## config.mk

```make
export PLATFORM = sky130hd
export DESIGN_NAME = data_mem_arbiter
export DESIGN_NICKNAME = d
export VERILOG_FILES = /design/src/rtl/data_mem_arbiter.sv
export SDC_FILE = /design/constraint.sdc
export NUM_CORES = 1
export LEC_CHECK = 0
export BUFFER_PORTS_ARGS = -buffer_cell sky130_fd_sc_hd__clkbuf_2
export CORE_AREA = 2 2 119 121
export CTS_CLUSTER_DIAMETER = 150
export CTS_CLUSTER_SIZE = 8
export DETAILED_ROUTE_END_ITERATION = 7
export DIE_AREA = 0 0 121 123
export GPL_TIMING_DRIVEN = 1
export SLEW_MARGIN = 10
export SYNTH_ARGS = -nofsm -noshare
export SYNTH_HDL_FRONTEND = slang
export SYNTH_SLANG_ARGS = --single-unit
```

## constraint.sdc

```tcl
create_clock -name clk -period 2.37 [get_ports clk]
set_clock_uncertainty 0.2 [all_clocks]
set_input_delay 0 -clock clk [delete_from_list [all_inputs] [get_ports clk]]
set_output_delay 0 -clock clk [all_outputs]
set_load 0.01 [all_outputs]
```

## src/rtl/data_mem_arbiter.sv

```systemverilog
// Arbitrates the single-port data RAM between the CPU MEM stage and the UART load/dump engine.
// Define ARB_ROUND_ROBIN_EN for strict alternation instead of CPU priority with starvation promotion.
module data_mem_arbiter #(
  parameter int unsigned ADDR_WIDTH   = 32,
  parameter int unsigned DATA_WIDTH   = 32,
  parameter int unsigned STARVE_LIMIT = 4
) (
  input  logic                  clk,
  input  logic                  reset,
  input  logic                  excl,
  input  logic                  cpu_req,
  input  logic                  cpu_we,
  input  logic [ADDR_WIDTH-1:0] cpu_addr,
  input  logic [DATA_WIDTH-1:0] cpu_wdata,
  output logic                  cpu_gnt,
  output logic                  cpu_stall,
  output logic                  cpu_rvalid,
  output logic [DATA_WIDTH-1:0] cpu_rdata,
  input  logic                  uart_req,
  input  logic                  uart_we,
  input  logic [ADDR_WIDTH-1:0] uart_addr,
  input  logic [DATA_WIDTH-1:0] uart_wdata,
  output logic                  uart_gnt,
  output logic                  uart_rvalid,
  output logic [DATA_WIDTH-1:0] uart_rdata,
  output logic                  mem_en,
  output logic                  mem_we,
  output logic [ADDR_WIDTH-1:0] mem_addr,
  output logic [DATA_WIDTH-1:0] mem_wdata,
  input  logic [DATA_WIDTH-1:0] mem_rdata
);

  localparam logic [0:0] CPU_PRI    = 1'b0;
  localparam logic [0:0] UART_PRI   = 1'b1;
  localparam logic       OWNER_CPU  = 1'b0;
  localparam logic       OWNER_UART = 1'b1;

  logic [0:0] pri_q, pri_d;
  logic       rd_pend_q, rd_pend_d;
  logic       rd_owner_q, rd_owner_d;

  // Grant decision; nothing is granted while reset is held
  always_comb begin
    cpu_gnt  = 1'b0;
    uart_gnt = 1'b0;
    if (!reset) begin
      if (excl) begin
        uart_gnt = uart_req;
      end else if (cpu_req && uart_req) begin
        if (pri_q == UART_PRI) uart_gnt = 1'b1;
        else                   cpu_gnt  = 1'b1;
      end else begin
        cpu_gnt  = cpu_req;
        uart_gnt = uart_req;
      end
    end
  end

  assign cpu_stall = cpu_req & ~cpu_gnt;

  // RAM port mux; idle port is driven to zero
  always_comb begin
    mem_en    = cpu_gnt | uart_gnt;
    mem_we    = 1'b0;
    mem_addr  = '0;
    mem_wdata = '0;
    if (cpu_gnt) begin
      mem_we    = cpu_we;
      mem_addr  = cpu_addr;
      mem_wdata = cpu_wdata;
    end else if (uart_gnt) begin
      mem_we    = uart_we;
      mem_addr  = uart_addr;
      mem_wdata = uart_wdata;
    end
  end

`ifdef ARB_ROUND_ROBIN_EN
  // After each contended grant, favour the requester that lost
  always_comb begin
    pri_d = pri_q;
    if (excl) begin
      pri_d = CPU_PRI;
    end else if (cpu_req && uart_req) begin
      pri_d = cpu_gnt ? UART_PRI : CPU_PRI;
    end
  end
`else
  localparam logic [3:0] LIMIT = 4'(STARVE_LIMIT);

  logic [3:0] starve_q, starve_d;

  // Promote the UART once it has been denied LIMIT times in a row
  always_comb begin
    starve_d = starve_q;
    pri_d    = pri_q;
    if (excl) begin
      starve_d = '0;
      pri_d    = CPU_PRI;
    end else begin
      if (uart_gnt) begin
        starve_d = '0;
      end else if (uart_req && (starve_q != LIMIT)) begin
        starve_d = starve_q + 4'd1;
      end
      case (pri_q)
        CPU_PRI:  if (starve_d == LIMIT) pri_d = UART_PRI;
        UART_PRI: if (uart_gnt)          pri_d = CPU_PRI;
        default:  pri_d = CPU_PRI;
      endcase
    end
  end

  always_ff @(posedge clk or posedge reset) begin
    if (reset) starve_q <= '0;
    else       starve_q <= starve_d;
  end
`endif

  always_ff @(posedge clk or posedge reset) begin
    if (reset) pri_q <= CPU_PRI;
    else       pri_q <= pri_d;
  end

  assign rd_pend_d  = (cpu_gnt & ~cpu_we) | (uart_gnt & ~uart_we);
  assign rd_owner_d = uart_gnt ? OWNER_UART : OWNER_CPU;

  always_ff @(posedge clk or posedge reset) begin
    if (reset) begin
      rd_pend_q  <= 1'b0;
      rd_owner_q <= OWNER_CPU;
    end else begin
      rd_pend_q  <= rd_pend_d;
      rd_owner_q <= rd_owner_d;
    end
  end

  // RAM data arrives one cycle after the read grant; route it to its owner only
  assign cpu_rvalid  = rd_pend_q & (rd_owner_q == OWNER_CPU);
  assign uart_rvalid = rd_pend_q & (rd_owner_q == OWNER_UART);
  assign cpu_rdata   = cpu_rvalid  ? mem_rdata : '0;
  assign uart_rdata  = uart_rvalid ? mem_rdata : '0;

endmodule

```

---- Word-level counts from Yosys, hierarchy flattened ----
Index checks and enable logic that the tools add are counted.
word-level totals
  memory bits (read-only) ................. 0
  bits of input ports ..................... 167
  bits in writable memories ............... 0
  word-level logic and storage cells ...... 46
  output and inout bits ................... 135
  latch bits .............................. 0
  bits in registers ....................... 7
  memories ................................ 0
operators by class
  $add $sub $neg .......................... 1
  div/mod/pow operators ................... 0
  bitwise logic cells ..................... 12
  $lt $le $gt $ge ......................... 0
  $mul .................................... 0
  equal/unequal tests ..................... 2
  shift-type cells ........................ 0
  reductions and logical operators ........ 2
  multiplexer cells ....................... 25
operators by type and width
  kind                                            number
  2-to-1 mux 32 bit                               6
  2-to-1 mux 4 bit                                4
  2-to-1 mux 1 bit                                14
  bitwise AND 1 bit                               5
  NOT 1 bit                                       5
  adder 4 x 1 -> 4 bit (second input constant)    1
  == test 4 x 3 -> 1 bit (second input constant)  1
  != test 4 x 3 -> 1 bit (second input constant)  1
  logical AND 1 bit                               2
  bitwise OR 1 bit                                2
  one-hot mux 1 bit (2 select lines)              1

---- Logic depth before layout (Yosys ltp) ----
  depth in word-level cells ............... 10
  gate-level depth with buffers ........... 7
  depth with buffers taken out ............ 6

---- Least setup slack after synthesis ----
Ideal clock, no wire load.
  path type ............................... register to register
  start ................................... register starve_q[0]
  end ..................................... register pri_q
  slack ................................... 763 ps
  arrival ................................. 1306 ps
  period minus slack after synthesis ...... 1607 ps
  data required time ...................... 2069 ps
  setup time .............................. 101 ps
  path buffers ............................ 0
  cell stages (with the launch flop) ...... 7
  path through ............................ dfrtp_1 > inv_1 > ha_1 > nand3b_1 > a211oi_1 > a211oi_1 > o32ai_1
between the ends
  word-level cells in the longest chain between the ends .. 9
  elaborated cells between the ends (all ways) .. 10
  those cells by class .................... 1 x add/sub; 2 x eq/ne; 6 x mux; 1 x reduce/logical
RTL lines
  element                                                       line  RTL
  from (decl)                                                   91    logic [3:0] starve_q, starve_d;
  from (signal assigned)                                        116   else starve_q <= starve_d;
  branches (longest 2 deep; another with adder 4 x 1 -> 4 bit)  -
  2-to-1 mux 4 bit (*)                                          103   end else if (uart_req && (starve_q != LIMIT)) begin
  2-to-1 mux 4 bit (*)                                          101   if (uart_gnt) begin
  2-to-1 mux 4 bit (*)                                          97    if (excl) begin
  == test 4 x 3 -> 1 bit (*)                                    107   CPU_PRI: if (starve_d == LIMIT) pri_d = UART_PRI;
  2-to-1 mux 1 bit (*)                                          107
  one-hot mux 1 bit (2 select lines) (*)                        106   case (pri_q)
  2-to-1 mux 1 bit (*)                                          97
  net pri_d                                                     38    logic [0:0] pri_q, pri_d;
  to (signal assigned)                                          122   else pri_q <= pri_d;
  to (decl)                                                     38
Mark *: on every way through the listed nets, which the timed path passes. The select of a mux whose other input is x is not followed.

---- Worst setup path after layout ----
  start ................................... input reset
  end ..................................... output mem_wdata[15]
between the ends
  word-level cells in the longest chain between the ends .. 3
  elaborated cells between the ends (all ways) .. 4
  those cells by class .................... 4 x mux
RTL lines
  element                line  RTL
  from (decl)            9     input logic reset,
  2-to-1 mux 1 bit       46    if (!reset) begin
  2-to-1 mux 32 bit      71    end else if (uart_gnt) begin
  2-to-1 mux 32 bit (*)  67    if (cpu_gnt) begin
  to (decl)              29    output logic [DATA_WIDTH-1:0] mem_wdata,
Mark *: on every way between the ends. The rest lies on a longest branch, timed or not.

==> results.yml <==
outcome:
  outcome: "complete, no violations"
floorplanning:
  die_h_microns: 123
  rows: 43
  core_area_sq_um: 13600
  die-area_sq_um: 14900
  initial_core_util_pct: 11.2
  die_x_microns: 121
  ios: 302
logic_synthesis:
  yosysSeqAreaShare_pct: 11.5
  ys_types: 28
  ys_seq_elements: 7
  synth_area_sq_um: 1530
  syn_nets: 368
  netlist_instances: 199
  yosysWarnings: 0
  syn_area_per_cell_sq_um: 7.68
sta:
  fin_crit_sh_pct: 92.0
  slew_viol_final: 0
  maxSlewHeadroom_pct: 74.3
  setup_viol: 0
  period_needed_ns: 2.18
  tns_ns: 0
  rsz0062_at_grt: "no"
  hold_viol: 0
  fmax_mhz: 459
  max_slew.worst_pin.slew_ns: 0.385
clock_tree:
  clk-insertion-delay-late_ns: 0.24
  cts.htree.levels: 1
  cts_tree: "done"
  cts_inserted_buffers: 3
  clock_sinks: 7
  clk_pin_slew_worst_paths_ns: 0.04
  clockBufferDepth: 2
  cts-root-buf: "clkbuf_16"
detailed_routing:
  first_pass_iters: 4
  drc: 0
  drtIter0Drc: 70
  vias: 2801
  via_per_inst: 4.17
  wl_microns: 9000
  wire_per_inst_microns: 13.4
  ant_nets: 0
placed_design:
  dpl.hpwl_microns: 7560
  gp_congestion: 0.813
  portBuffers: 301
  dp.cells: 663
  postPlaceCellArea_sq_um: 3180
cells_and_area:
  fin_cells: 671
  antenna_cells: 0
  fin_nets: 661
  layout-drive-gt1-share_pct: 64.0
  utilization_pct: 24.3
  finalInstanceArea_sq_um: 3300
  syn_to_final_growth_pct: 116
setup_path:
  critPathLaunchType: "input port"
  critical_path_buf_inv_count: 5
  crit_arrival_ns: 1.98
  critPathMaxFanout: 54
  cp_common_cell: "clkbuf_2"
  crit_type: "in -> out"
  slowest_delay_ns: 0.53
  crit_path_end_kind: "primary output"
  worstPathRequired_ns: 2.17
  crit_chain: "dlygate4sd3_1, clkbuf_2, and2b_1, o21ai_2, inv_2, buf_6, a22o_1, clkbuf_2"
  critPathSlowestCell: "dlygate4sd3_1"
  cp_top_family: "buffers and inverters"
  rr_startpoint: "starve_q[0]"
  crit_path_start: "reset"
grt:
  grt_pass1_vias: 2380
  grt_overflow: 0
  antenna_found_initial: 0
  grt_usage_pct: 10.1
  grt_max_degree: 55
  grt_pass1_wl_microns: 12100
power_and_ir_drop:
  vdd_ir_drop_max_uv: 274
  p_sw_uw: 312
  power_frac_seq_pct: 14.4
  p_int_uw: 590
  power_uw: 902
  leakage_nw: 2.14
  pwr-share-clk_pct: 33.0
  powerDensity_nw_per_um2: 273
  combPwrFrac_pct: 52.6
  swShare_pct: 34.6
job:
  maxCapViolations: 0
hold_path:
  min-delay-start: "uart_req"
  hold_path_class: "in -> reg"
==> routing by layer <==
layer	routed length (microns)	track usage, %	vias up
li1	-	-	1349
met4	59	1.60	0
met1	3480	12.7	1245
met2	4530	18.3	202
met5	0	0	-
met3	927	1.75	5
==> flip-flops by register name, summed over array words and instances (netlist names) <==
signal / flops
pri_q: 1
rd_pend_q: 1
starve_q: 4
rd_owner_q: 1
==> cells by family (layout without fill, tap and decap cells) <==
logic type | after synthesis | count (layout) | share of synthesized area, %
adders and majority gates | 2 | 2 | 1.64
and+or+nand+nor | 87 | 87 | 34.2
muxes | 2 | 2 | 1.31
AOI/OAI and AO/OA | 72 | 72 | 40.6
xor gates and xnor gates | 1 | 1 | 0.573
DFF | 7 | 7 | 11.5
buffers and inverters | 28 | 320 | 10.2
==> stage by stage <==
| stage | hold WS, ns | setup slack (ns) |
|---|---|---|
| 2_1_floorplan | -0.381 | 0.763 |
| 4_1_cts | 0.0193 | 0.0797 |
| 6_report | 0.0218 | 0.190 |
| 5_1_grt | 0.0526 | 0.0617 |
| 3_3_place_gp | -0.239 | 0.557 |
| 3_5_place_dp | -0.242 | 0.551 |
==> tightest hold or removal path: cells and delay by family <==
kind / cells / cell delay [ns]
and+or+nand+nor: 1 / 0.17
AOI/OAI and AO/OA: 1 / 0.08
buffers and inverters: 1 / 0.15
==> synthesized netlist by cell type <==
master    instances  area share [%]
nor2_1            4            0.98
nor3_1            3            0.98
o211ai_1          1            0.49
and2b_1           1            0.49
buf_6             6             4.4
nor2b_1           1            0.41
nand2_2           1            0.41
mux2i_1           2             1.3
o22ai_1           1            0.41
inv_2             2            0.49
nand4_1           1            0.41
a21oi_1           1            0.33
nand3_1           1            0.33
o32ai_1           1            0.57
dfrtp_1           7              11
inv_1             3            0.74
nand2b_1          3             1.2
a211oi_1          2            0.98
o21ai_2           1            0.57
xnor2_1           1            0.57
ha_1              2             1.6
buf_2             5             1.6
and3_1           32              13
a22o_1           65              37
nand3b_1          1            0.49
and2_1           35              14
clkbuf_1         12             2.9
nand2_1           4            0.98
==> cell type report <==
cell class	count	area [sq um]
clock buffers	4	78.8
fillers	1521	10300
inverters	5	18.8
multi-input cells	164	1200
flip-flops and latches	7	175
well taps	180	225
repair buffers	311	1610
==> layout by cell type, fill, tap and decap left out, types with 2 or more instances in the layout <==
cell	synthesis	final
inv_2	2	2
clkbuf_2	0	301
ha_1	2	2
nand2_1	4	4
nor3_1	3	3
mux2i_1	2	2
a211oi_1	2	2
buf_4	0	4
clkbuf_16	0	3
dlygate4sd3_1	0	4
nand2b_1	3	3
nor2_1	4	4
inv_1	3	3
and2_1	35	35
dfrtp_1	7	7
and3_1	32	32
a22o_1	65	65
==> final timing paths <==
| path | cells after the start | slack, ns | to |
|---|---|---|---|
| setup / recovery | 8 | 0.19 | mem_wdata[15] |
| hold / removal | 3 | 0.02 | pri_q |
| setup reg to reg | 6 | 0.55 | pri_q |
| hold reg to reg | 2 | 0.41 | pri_q |
| max in group asynchronous | 3 | 1.67 | starve_q[2] |
| min in group asynchronous | 3 | 0.06 | starve_q[1] |
==> power groups by stage <==
stage	combinational, mW	clock, mW	sequential, mW
finish	0.475	0.297	0.130
global route	0.519	0.305	0.131
CTS	0.475	0.300	0.130
detailed placement	0.466	0	0.131
global placement	0.471	0	0.131
floorplan	0.208	0	0.131
==> timing repair <==
item	CTS	global route
buffers inserted	0	0
hold buffers	4	0
resized for setup	0	1
hold endpoints to repair	13	0
endpoints found under the setup margin	0	54
Power figures use the tool's default switching activity.
